===== src/rtl/fft32_mdc_sequencer.sv =====
// Frame sequencer for a 32-point radix-2 MDC FFT (2 lanes, 16 pairs/frame, 5 stages).
// Each accepted sample pair pushes a 1 into a valid shift chain. Stage enables and
// output strobes are registered taps on that chain, so timing follows the data
// rather than a free-running counter. Frames may follow each other with no bubble.
//
// Handshake: in_valid has no backpressure. Every in_valid cycle outside ERR is
// either accepted (in order, in_sop on the first pair only) or flagged as a
// protocol error. in_sop is only meaningful while in_valid is high.
module fft32_mdc_sequencer #(
  parameter int BF_LAT = 1,
  parameter int DLY0   = 8,
  parameter int DLY1   = 4,
  parameter int DLY2   = 2,
  parameter int DLY3   = 1
) (
  input  logic       clk,
  input  logic       rst_n,
  input  logic       in_valid,
  input  logic       in_sop,
  input  logic       clear_err,
  output logic [4:0] stage_en,
  output logic [4:0] com_sel,
  output logic [3:0] rom16_addr,
  output logic [2:0] rom8_addr,
  output logic [1:0] rom4_addr,
  output logic       out_valid,
  output logic       out_sop,
  output logic       frame_done,
  output logic       busy,
  output logic       err
);

  // Cycles from acceptance of a pair to the moment it enters each stage.
  localparam int OFF0    = DLY0;
  localparam int OFF1    = OFF0 + BF_LAT + DLY1;
  localparam int OFF2    = OFF1 + BF_LAT + DLY2;
  localparam int OFF3    = OFF2 + BF_LAT + DLY3;
  localparam int OFF4    = OFF3 + BF_LAT;
  localparam int OUT_LAT = OFF4 + BF_LAT;
  // The output registers supply the final cycle of delay, so the chain is one short.
  localparam int CW      = OUT_LAT - 1;

  typedef enum logic [1:0] {
    IDLE  = 2'd0,
    RUN   = 2'd1,
    DRAIN = 2'd2,
    ERR   = 2'd3
  } state_t;

  state_t          state;
  state_t          state_n;
  logic [CW-1:0]   chain;
  logic [OUT_LAT-1:0] taps;
  logic [3:0]      in_idx;
  logic [3:0]      out_cnt;
  // Stage counters keep only the bits that are observed; the low bits of a
  // mod-16 counter are themselves a mod-2^k counter, so behaviour is unchanged.
  logic [3:0]      c0;
  logic [2:0]      c1;
  logic [1:0]      c2;
  logic            c3;
  logic            acc;
  logic            err_det;
  logic            sop_err;
  logic            nosop_err;
  logic            gap_err;

  // taps[k] is high when a pair was accepted k cycles ago (taps[0] = this cycle).
  assign taps = {chain, acc};

  // Protocol checks; an accepted pair is any legal in_valid cycle outside ERR.
  always_comb begin
    sop_err   = in_valid && in_sop && (in_idx != 4'd0);
    nosop_err = in_valid && !in_sop && (in_idx == 4'd0);
    gap_err   = (state == RUN) && !in_valid && (in_idx != 4'd0);
    err_det   = (state != ERR) && (sop_err || nosop_err || gap_err);
    acc       = (state != ERR) && in_valid && !err_det;
  end

  // Next-state logic; an error overrides every other transition.
  always_comb begin
    state_n = state;
    if (err_det) begin
      state_n = ERR;
    end else begin
      case (state)
        IDLE:    if (acc) state_n = RUN;
        // in_idx has wrapped to 0: a new SOP keeps RUN, silence starts draining.
        RUN:     if ((in_idx == 4'd0) && !in_valid) state_n = DRAIN;
        DRAIN:   if (acc) state_n = RUN;
                 else if (chain == '0) state_n = IDLE;
        ERR:     if (clear_err) state_n = IDLE;
        default: state_n = IDLE;
      endcase
    end
  end

  // State register.
  always_ff @(posedge clk or negedge rst_n) begin
    if (!rst_n) state <= IDLE;
    else        state <= state_n;
  end

  // Valid chain, stage/output strobes and counters; an error flushes them all.
  always_ff @(posedge clk or negedge rst_n) begin
    if (!rst_n) begin
      chain     <= '0;
      stage_en  <= '0;
      out_valid <= 1'b0;
      in_idx    <= '0;
      out_cnt   <= '0;
      c0        <= '0;
      c1        <= '0;
      c2        <= '0;
      c3        <= 1'b0;
      err       <= 1'b0;
    end else if (err_det) begin
      chain     <= '0;
      stage_en  <= '0;
      out_valid <= 1'b0;
      in_idx    <= '0;
      out_cnt   <= '0;
      c0        <= '0;
      c1        <= '0;
      c2        <= '0;
      c3        <= 1'b0;
      err       <= 1'b1;
    end else begin
      chain     <= taps[CW-1:0];
      stage_en  <= {taps[OFF4-1], taps[OFF3-1], taps[OFF2-1], taps[OFF1-1], taps[OFF0-1]};
      out_valid <= taps[OUT_LAT-1];
      if (acc)         in_idx  <= in_idx + 4'd1;
      if (out_valid)   out_cnt <= out_cnt + 4'd1;
      if (stage_en[0]) c0      <= c0 + 4'd1;
      if (stage_en[1]) c1      <= c1 + 3'd1;
      if (stage_en[2]) c2      <= c2 + 2'd1;
      if (stage_en[3]) c3      <= ~c3;
      if ((state == ERR) && clear_err) err <= 1'b0;
    end
  end

  // Commutator selects toggle every 8, 4, 2, 1 valid cycles; the last stage has none.
  assign com_sel    = {1'b0, c3, c2[1], c1[2], c0[3]};
  assign rom16_addr = stage_en[0] ? c0 : 4'd0;
  assign rom8_addr  = stage_en[1] ? c1 : 3'd0;
  assign rom4_addr  = stage_en[2] ? c2 : 2'd0;
  assign out_sop    = out_valid && (out_cnt == 4'd0);
  // An error in the same cycle as the last output pair cancels the completion pulse.
  assign frame_done = out_valid && (out_cnt == 4'd15) && !err_det;
  assign busy       = (state == RUN) || (state == DRAIN);

endmodule


===== config.mk =====
export PLATFORM = sky130hd
export DESIGN_NAME = fft32_mdc_sequencer
export DESIGN_NICKNAME = d
export VERILOG_FILES = /design/src/rtl/fft32_mdc_sequencer.sv
export SDC_FILE = /design/constraint.sdc
export NUM_CORES = 1
export LEC_CHECK = 0
export BUFFER_PORTS_ARGS = -buffer_cell sky130_fd_sc_hd__clkbuf_2
export CORE_AREA = 2 2 62 64
export DETAILED_ROUTE_END_ITERATION = 7
export DIE_AREA = 0 0 64 66
export PLACE_DENSITY = 0.91
export SYNTH_ARGS = -nofsm -noshare
export SYNTH_HDL_FRONTEND = slang
export SYNTH_SLANG_ARGS = --single-unit

===== constraint.sdc =====
create_clock -name clk -period 3.7 [get_ports clk]
set_input_delay 0.74 -clock clk [delete_from_list [all_inputs] [get_ports clk]]
set_output_delay 0.74 -clock clk [all_outputs]
set_load 0.1 [all_outputs]

# Yosys cells after proc, flatten, opt, wreduce, memory -nomap -nowiden
# Index checks and enable logic that the tools add are counted.
# W data, S select, Z words.
# classes
muxes	27
n_eq_ne	9
n_reduce_logical	33
bitwise	1
n_addsub	5
# op_table
cell	count
$mux W4	7
$logic_not A19 Y1	1
$mux W19	1
$mux W2	9
$logic_and A1 B1 Y1	14
$reduce_bool A2 Y1	7
$add A4 B1 Y4 const B	3
$mux W3	3
$ne A3 B3 Y1 const B	3
$logic_not A4 Y1	2
$pmux W2 S4	1
$mux W1	5
$mux W5	1
$eq A2 B2 Y1 const B	2
$eq A4 B4 Y1 const B	1
$ne A4 B4 Y1 const B	1
$reduce_and A4 Y1	1
$reduce_bool A4 Y1	1
$add A3 B1 Y3 const B	1
$logic_not A1 Y1	3
$logic_or A1 B1 Y1	3
$add A2 B1 Y2 const B	1
$eq A2 B1 Y1 const B	1
$logic_not A2 Y1	1
2 further kinds	2
# word_totals
output_inout_bits	24
inputBits	5
register_bits	46
wordCells	86

# Logic depth before layout (Yosys ltp)
# Gate-level depths: netlist of the first run.
# depth
ltp_word	11
depth_mapped	7
depth_no_buf	7

# Worst setup path before layout of the first run
# No wires, ideal clock.
# synth_timing
path_kind	input -> output
from	input port in_valid
to	output port frame_done
path_buffers	1
required_ps	2960
path_stages	5
arrival_time_ps	3620
path_slack_ps	-660
path_cell_list	mux2_2 mux2i_4 nor2_4 buf_2 nor3_1
# synth_via
elab_chain_len	7
word_cells_on_any_way	12
cone_classes	reduce/logical: 12
# synth_lines
element	line_no	source
from (decl)	18	input logic in_valid,
$logic_and A1 B1 Y1, or another cell as far along	73	sop_err = in_valid && in_sop && (in_idx != 4'd0);
$logic_and A1 B1 Y1 (on tied branches)	73, 74, 75	
$logic_or A1 B1 Y1 or $logic_and A1 B1 Y1 (tied branches)	76, 75	
$logic_or A1 B1 Y1 (*)	76	err_det = (state != ERR) && (sop_err || nosop_err || gap_err);
$logic_and A1 B1 Y1 (*)	76	
$logic_not A1 Y1 (*)	149	assign frame_done = out_valid && (out_cnt == 4'd15) && !err_det;
$logic_and A1 B1 Y1 (*)	149	
to (decl)	28	output logic frame_done,
# Every way passes the cells marked *; elsewhere a longest branch is shown, timed or not.

# Worst setup path in the final report of the first run
# layout_timing
from	register state[1]
to	output port frame_done
# layout_via
elab_chain_len	7
word_cells_on_any_way	8
cone_classes	eq/ne: 2; reduce/logical: 6
# layout_lines
element	line_no	source
from (decl)	50	state_t state;
from (signal assigned)	101	else state <= state_n;
$eq A2 B1 Y1	75	gap_err = (state == RUN) && !in_valid && (in_idx != 4'd0);
$logic_and A1 B1 Y1 (2 in series)	75	
$logic_or A1 B1 Y1	76	
$logic_and A1 B1 Y1 (*)	76	
$logic_not A1 Y1 (*)	149	
$logic_and A1 B1 Y1 (*)	149	
# Marked as above.

==> results of run 1 <==
metrics by stage:
step / power, mW / setup slack, ns / util [%] / instance area [um^2] / std cells
2_1_floorplan: 1.151 / 0.1892 / - / 2032 / 187
3_3_place_gp: 1.241 / 0.5854 / 59.97 / 2130 / 247
3_5_place_dp: 1.259 / 0.5089 / 59.97 / 2130 / 247
4_1_cts: 1.536 / 0.2911 / 62.02 / 2202 / 254
5_1_grt: 1.623 / 0.1097 / 62.02 / 2202 / 254
6_report: 1.521 / 0.3237 / 62.02 / 2202 / 254
logic make-up (layout without fill, tap and decap cells):
group           Yosys count  after routing  share of synthesized area, %
buf+inv                  25             44                         6.683
other cells               1              1                        0.1855
fa+ha+maj                11             11                         6.807
simple gates             77             77                         21.10
flops                    41             41                         50.74
mux                       6              6                         3.651
compound gates           12             12                         4.765
xor+xnor                 14             14                         6.064
cell usage after synthesis, drive strengths merged:
cell type and count:
a211o 1, a21boi 1, a21oi 2, a22o 1, and2 10, and2b 1, buf 13, clkbuf 2
conb 1, dfrtp 41, ha 11, inv 10, mux2 1, mux2i 5, nand2 9, nand3 2
nand4 3, nor2 22, nor2b 21, nor3 2, nor3b 1, nor4 5, o2111a 1, o211ai 1
o21a 1, o21ai 2, o221a 1, o32ai 1, or4b 1, xnor2 6, xor2 8
layout make-up:
cell class                 count  area share [%]
sequential                    41           46.59
clock inverter                 2           1.591
multi-input combinational    121           39.55
clock buffer                   5           1.705
timing repair buffer          27           6.136
tap                           48           2.727
inverter                      10           1.705
power by group:
| group | internal [mW] | leakage (nW) | total, mW | switching, mW |
|---|---|---|---|---|
| combinational | 0.211 | 0.529 | 0.653 | 0.442 |
| clock | 0.138 | 0.0410 | 0.275 | 0.137 |
| sequential | 0.525 | 0.557 | 0.593 | 0.0677 |
| total | 0.874 | 1.13 | 1.52 | 0.647 |
metal layers:
layer | part of all wire, % | global-route usage, %
met3 | 4.2 | 5.622
met5 | 0 | 0
met2 | 50 | 31.51
met4 | 1.7 | 6.522
met1 | 44 | 20.63
how the worst max path moves through the flow:
stage / from / depth (start not counted) / slack, ns / endpoint
after floorplan: in_valid / 5 / 0.19 / frame_done
after global placement: in_valid / 6 / 0.59 / frame_done
after detailed placement: in_valid / 6 / 0.51 / frame_done
after CTS: state[1]$_DFFE_PN0P_ / 7 / 0.29 / frame_done
after global routing: state[1]$_DFFE_PN0P_ / 7 / 0.11 / frame_done
final: state[1]$_DFFE_PN0P_ / 7 / 0.32 / frame_done
registers in the layout, indices dropped and copies added, names as in the netlist:
name       cells
chain         19
c0             4
in_idx         4
out_cnt        4
c1             3
c2             2
state          2
c3             1
err            1
out_valid      1
==> results.cfg, run 1 <==
[setup_path]
slowest_stage = nor2_4
cp_cell_sequence = inv_1, ha_1, mux2_2, mux2i_4, nor2_4, nor3_2, clkbuf_2
critPathRequiredTime_ns = 2.96
start_kind = flip-flop
reg2reg_depth = 6
reg2reg_to = chain[2]$_DFF_PN0_
worst-setup-path-type = flip-flop to output pin
r2r_slack_ns = 1.65
crit_buf_inv = 2
r2r_start = state[1]$_DFFE_PN0P_
arrival_ns = 2.64
timing.critical_path.fanout_max = 36
cp_top_family = simple AND/OR/NAND/NOR gates
endpoint_kind = output pin
slowest_delay_ns = 0.60

[clock_tree]
cts_tree = yes
clock_path_buffers = 2
cts_made_buffers = 5
post_cts_resized = 0
htreeDepth = 2
clk_pin_slew_ns = 0.12
cts_hold_buffers = 0
cts.sinks = 41
post_cts_buffers = 0
insertion_delay_ns = 0.35
clock-root-buffer = clkbuf_4

[synthesis]
synth_seq_cells = 41
syn_nets = 203
synth_area_leaders = dfrtp_1, ha_1, nor2b_1
ys_seq_area_share_pct = 50.74
yosys_warnings = 0
synth_cell_types = 35
syn_inst = 187
yosysTopAreaCell = dfrtp_1
syn_area_per_cell_um2 = 10.81
synth_top_area_share_pct = 50.74
syn_area_um2 = 2022

[die]
die-area_um2 = 4224
die_w_um = 64
core_area_um2 = 3551
pin_count = 29
start_util_pct = 56.94
die_height_um = 66
rows = 22

[final_layout]
num-nets-final = 222
layout_common_cells = dfrtp_1, clkbuf_2, nor2b_1, nor2_1, ha_1
num_antenna_cells = 0
fillers = 311
area_growth_pct = 8.911
seq_area_um2 = 1026
multi_input_area_um2 = 870.8
drive_gt1_share_pct = 20.87
final_common_cell = dfrtp_1

[detailed_routing]
drcViolationCount = 0
avgViaCountPerCell = 5.055
routedWlPerCell_um = 12.64
ant_nets = 0
dr.pass1.iters = 4
drt-initial-drc-count = 48
totalWireLength_um = 3210
vias = 1284

[timing]
drv_slew = 0
worst_clock_skew_ns = 0.01199
max_freq_ghz = 0.2962
tightest_slew_ns = 0.9603
final_hold_viol_count = 0
setup_tns_ns = 0
slew_headroom_pct = 35.98
min_period_over_period_pct = 91.25
holdWs_ns = 0.4971
final.min_clock_period_ns = 3.376
rsz0062_at_grt = false
setup_viol = 0

[global_route]
grt_pass1_wl_um = 5768
grt_pass1_vias = 1325
grt_max_degree = 42
antenna_found_initial = 0
grt_usage_pct = 17.97
grt.overflow.total = 0

[min_path]
hold_start = chain[6]$_DFF_PN0_
hold_path_class = flip-flop to flip-flop
whs_path_depth = 1
min_to = chain[7]$_DFF_PN0_

[outcome]
status = finished, final reports clean

[power_and_ir_drop]
vdd_ir_drop_max_mv = 0.6037
pwr_density_cell_nw_per_um2 = 690.8
p_leak_nw = 1.127

[flow_run]
drv_cap = 0

[place]
io_buffers = 27
dp_hpwl_um = 2322
routabilityCongestion = 0.8419
Power figures use the tool's default switching activity.
==> inputs of run 2 (changes only) <==
Settings changed: PLACE_DENSITY 0.91 to default, PLACE_DENSITY_LB_ADDON from default to 0.2.
==> run 2 against run 1 <==
Against the previous run:
- die area did not move
- wire length rose by 5.1%
- sequential share of layout area did not move
- clock-buffer cell count did not move
- non-clock buffer count did not move
- sequential power barely moved
- utilization did not move
- final cell count did not move
- first-iteration DRC count fell by 10%
- cell area did not move
- critical path type unchanged
==> results.cfg, run 2 (synthesis gave the netlist of run 1 again) <==
[timing]
rsz0062_at_grt = false
final_hold_viol_count = 0
fin_ws_ns = 0.3136
setup_tns_ns = 0
worst_clock_skew_ns = 0.01583
setup_viol = 0
drv_slew = 0
slew_headroom_pct = 35.45
min_period_over_period_pct = 91.52
max_freq_ghz = 0.2953
tightest_slew_ns = 0.9682
final.min_clock_period_ns = 3.386

[global_route]
use_met1_pct = 22.81
busiest_layer = met2
grt_pass1_wl_um = 5809
grt_pass1_vias = 1278
antenna_found_initial = 0
grt_usage_pct = 18.03
grt_max_degree = 42
grt.overflow.total = 0
met3_usage_pct = 3.748
use_met2_pct = 30.08

[die]
die-area_um2 = 4224
die_height_um = 66
rows = 22
pin_count = 29
die_w_um = 64
start_util_pct = 56.94
core_area_um2 = 3551

[clock_tree]
insertion_delay_ns = 0.34
clock-root-buffer = clkbuf_4
cts_tree = yes
cts_hold_buffers = 0
post_cts_buffers = 0
clock_path_buffers = 2
htreeDepth = 2
cts_made_buffers = 5
clk_pin_slew_ns = 0.12
cts.sinks = 41
post_cts_resized = 0

[final_layout]
largest_register_ff_count = 19
num-nets-final = 222
layout_common_cells = dfrtp_1, clkbuf_2, nor2b_1, nor2_1, ha_1
num_antenna_cells = 0
fillers = 296
final_core_util_pct = 62.02
layout.cells.non_filler = 254
final_common_cell = dfrtp_1
regMostFlops = chain
area_growth_pct = 8.911
drive_gt1_share_pct = 20.87

[detailed_routing]
dr.pass1.iters = 4
totalWireLength_um = 3375
ant_nets = 0
routedWlPerCell_um = 13.29
avgViaCountPerCell = 5.197
vias = 1320
drcViolationCount = 0
drt-initial-drc-count = 43

[setup_path]
critPathRequiredTime_ns = 2.96
reg2reg_to = out_cnt[0]$_DFFE_PN0P_
cp_top_family = buffers and inverters
r2r_start = state[1]$_DFFE_PN0P_
start_kind = flip-flop
cp_cell_sequence = inv_1, ha_1, mux2_2, mux2i_4, nor2_4, nor3_2, clkbuf_2
arrival_ns = 2.65
endpoint_kind = output pin
reg2reg_depth = 6
slowest_stage = clkbuf_2
timing.critical_path.fanout_max = 36
r2r_slack_ns = 1.65
worst-setup-path-type = flip-flop to output pin
crit_buf_inv = 2
slowest_delay_ns = 0.48

[min_path]
hold_path_class = flip-flop to flip-flop
hold_start = chain[0]$_DFF_PN0_
min_to = chain[1]$_DFF_PN0_
whs_path_depth = 1

[place]
io_buffers = 27
dp_hpwl_um = 2354
dpl.cell_count = 247
place_ws_ns = 0.4873
routabilityCongestion = 0.9279

[power_and_ir_drop]
pwr_density_cell_nw_per_um2 = 697.6
p_leak_nw = 1.127
design_power_total_mw = 1.536
vdd_ir_drop_max_mv = 0.4098

[outcome]
status = finished, final reports clean

[flow_run]
drv_cap = 0
[run 2: cell counts in the layout (fill, tap and decap cells not counted)]
Identical to the previous run, type by type.
[run 2: worst max path at each step]
stage,start,to,slack (ns),cells past startpoint
floorplan,in_valid,frame_done,0.19,5
global placement,in_valid,frame_done,0.58,6
detailed placement,in_valid,frame_done,0.49,6
CTS,in_idx[0]$_DFFE_PN0N_,frame_done,0.29,7
global route,state[1]$_DFFE_PN0P_,frame_done,0.14,7
finish,state[1]$_DFFE_PN0P_,frame_done,0.31,7
[run 2: cell type report]
| type | count | area [um^2] | share of cell area, % |
|---|---|---|---|
| clock buffers | 5 | 37.54 | 1.705 |
| clock inverters | 2 | 35.03 | 1.591 |
| inverters | 10 | 37.54 | 1.705 |
| multi-input cells | 121 | 870.8 | 39.55 |
| flip-flops and latches | 41 | 1026 | 46.59 |
| well taps | 48 | 60.06 | 2.727 |
| repair buffers | 27 | 135.1 | 6.136 |
[run 2: metal layers]
metal | share of wire, % | vias to the layer above | wire length (um)
li1 | - | 634 | -
met5 | 0 | - | 0
met4 | 2.2 | 0 | 74
met3 | 2.8 | 12 | 94
met1 | 46 | 649 | 1553
met2 | 49 | 25 | 1652
[run 2: worst reg2reg max path: cells and delay by family, from the launching register on]
family,cells,cell delay [ns]
muxes,2,0.31
buffers and inverters,1,0.17
DFF,1,0.44
and+or+nand+nor,2,0.74
adders and majority gates,1,0.26
[run 2: power breakdown]
group / total, mW / leakage, nW / internal (mW) / switching, mW
clock: 0.273 / 0.0410 / 0.138 / 0.136
sequential: 0.591 / 0.557 / 0.525 / 0.0660
combinational: 0.671 / 0.529 / 0.213 / 0.459
[run 2: through the flow]
step	hold slack, ns	instance area (um^2)
detailed placement	0.4888	2130
CTS	0.4974	2202
global placement	0.4682	2130
floorplan	0.4444	2032
global route	0.5193	2202
finish	0.4948	2202
==> inputs of run 3 (changes only) <==
Settings changed: CORE_AREA 2 2 62 64 to 2 2 55 70, DIE_AREA 0 0 64 66 to 0 0 57 72.
==> run 3 against run 2 <==
Against the previous run:
- via count down 1.4%
- sequential share of layout area shrank 0.68 points
- clock-buffer cell count grew 2
- critical path type unchanged
- highest routed layer unchanged
==> results.cfg, run 3 (synthesis gave the netlist of run 1 again) <==
[outcome]
status = finished, final reports clean

[die]
start_util_pct = 59.06
pin_count = 29
die_w_um = 57
rows = 24
die_height_um = 72
die-area_um2 = 4104
core_area_um2 = 3423

[timing]
worst_clock_skew_ns = 0.008524
setup_tns_ns = 0
rsz0062_at_grt = false
max_freq_ghz = 0.2994
final_hold_viol_count = 0
min_period_over_period_pct = 90.28
slew_headroom_pct = 35.22
final.min_clock_period_ns = 3.340
drv_slew = 0
tightest_slew_ns = 0.9718
setup_viol = 0

[final_layout]
regMostFlops = chain
layout.cells.non_filler = 246
final_common_cell = dfrtp_1
drive_gt1_share_pct = 20.77
final_core_util_pct = 65.28
finalInstanceArea_um2 = 2235
largest_register_ff_count = 19
num-nets-final = 222
num_antenna_cells = 0
area_growth_pct = 10.52
layout_common_cells = dfrtp_1, clkbuf_2, nor2b_1, nor2_1, ha_1

[detailed_routing]
routedWlPerCell_um = 13.42
drt-initial-drc-count = 37
highest_layer = met4
vias = 1301
wl_met3_um = 121
wl_met1_um = 1379
dr.pass1.iters = 4
avgViaCountPerCell = 5.289
drcViolationCount = 0
ant_nets = 0
totalWireLength_um = 3301
wl_met2_um = 1713

[clock_tree]
cts_made_buffers = 5
insertion_delay_ns = 0.29
htreeDepth = 2
post_cts_resized = 0
cts.sinks = 41
clock_path_buffers = 2
cts_tree = yes
clk_pin_slew_ns = 0.08
cts_hold_buffers = 0
clock-root-buffer = clkbuf_8
post_cts_buffers = 0

[setup_path]
endpoint_kind = output pin
critPathRequiredTime_ns = 2.96
r2r_start = state[1]$_DFFE_PN0P_
endpoint = frame_done
arrival_ns = 2.60
reg2reg_depth = 6
timing.critical_path.fanout_max = 36
timing.critical_path.from = state[1]$_DFFE_PN0P_
start_kind = flip-flop
worst-setup-path-type = flip-flop to output pin
reg2reg_to = c1[1]$_DFFE_PN0P_
r2r_slack_ns = 1.63

[place]
placed_cell_area_um2 = 2118
dpl.cell_count = 238
routabilityCongestion = 0.7842
io_buffers = 27
dp_hpwl_um = 2403

[power_and_ir_drop]
pwr_density_cell_nw_per_um2 = 721.7
vdd_ir_drop_max_mv = 0.8067
p_leak_nw = 1.144

[flow_run]
drv_cap = 0

[global_route]
grt.overflow.total = 0
grt_pass1_vias = 1309
grt_pass1_wl_um = 5754
antenna_found_initial = 0
grt_max_degree = 42
grt_usage_pct = 18.26

[min_path]
hold_path_class = flip-flop to flip-flop
[run 3: changes by cell type in the layout (fill, tap and decap cells not counted)]
| cell | previous run | this run |
|---|---|---|
| clkinv_2 | 1 | 0 |
| clkbuf_8 | 0 | 6 |
| clkbuf_1 | 0 | 1 |
| clkbuf_4 | 5 | 0 |
[run 3: worst max-delay path, stage by stage (launching register included)]
cell	delay, ns
dfrtp_1	0.43
inv_1	0.14
ha_1	0.26
mux2_2	0.31
mux2i_4	0.27
nor2_4	0.21
nor3_2	0.22
clkbuf_2	0.48
[run 3: final cells by class]
type / instances / area, um^2
well taps: 39 / 48.80
clock inverters: 1 / 30.03
flip-flops and latches: 41 / 1026
inverters: 10 / 37.54
multi-input cells: 121 / 870.8
repair buffers: 27 / 135.1
fillers: 278 / 1189
clock buffers: 7 / 86.33
[run 3: power breakdown]
group / total, mW / internal [mW] / switching (mW)
combinational: 0.659 / 0.211 / 0.448
sequential: 0.592 / 0.526 / 0.0660
clock: 0.362 / 0.220 / 0.142
total: 1.61 / 0.956 / 0.656
[run 3: per-stage QoR]
step / worst slack, ns / hold WS (ns) / power, mW
after floorplan: 0.1892 / 0.4444 / 1.151
final: 0.3597 / 0.4938 / 1.613
after CTS: 0.3589 / 0.5010 / 1.630
after global routing: 0.2234 / 0.5277 / 1.713
after global placement: 0.5805 / 0.4683 / 1.227
after detailed placement: 0.5006 / 0.4865 / 1.260
[run 3: how the worst min path moves through the flow]
stage / end / slack [ns] / from / cells past startpoint
finish: chain[6]$_DFF_PN0_ / 0.49 / chain[5]$_DFF_PN0_ / 1
floorplan: c0[0]$_DFFE_PN0P_ / 0.44 / rst_n / 0
global placement: chain[14]$_DFF_PN0_ / 0.47 / chain[13]$_DFF_PN0_ / 1
global route: chain[5]$_DFF_PN0_ / 0.53 / chain[4]$_DFF_PN0_ / 1
detailed placement: chain[1]$_DFF_PN0_ / 0.49 / chain[0]$_DFF_PN0_ / 1
CTS: chain[6]$_DFF_PN0_ / 0.50 / chain[5]$_DFF_PN0_ / 1
[run 3: metal layers]
metal  GRT usage, %  up-vias
li1               -      638
met1          20.70      629
met2          32.18       25
met3          4.278        9
met4          8.786        0
met5              0        -
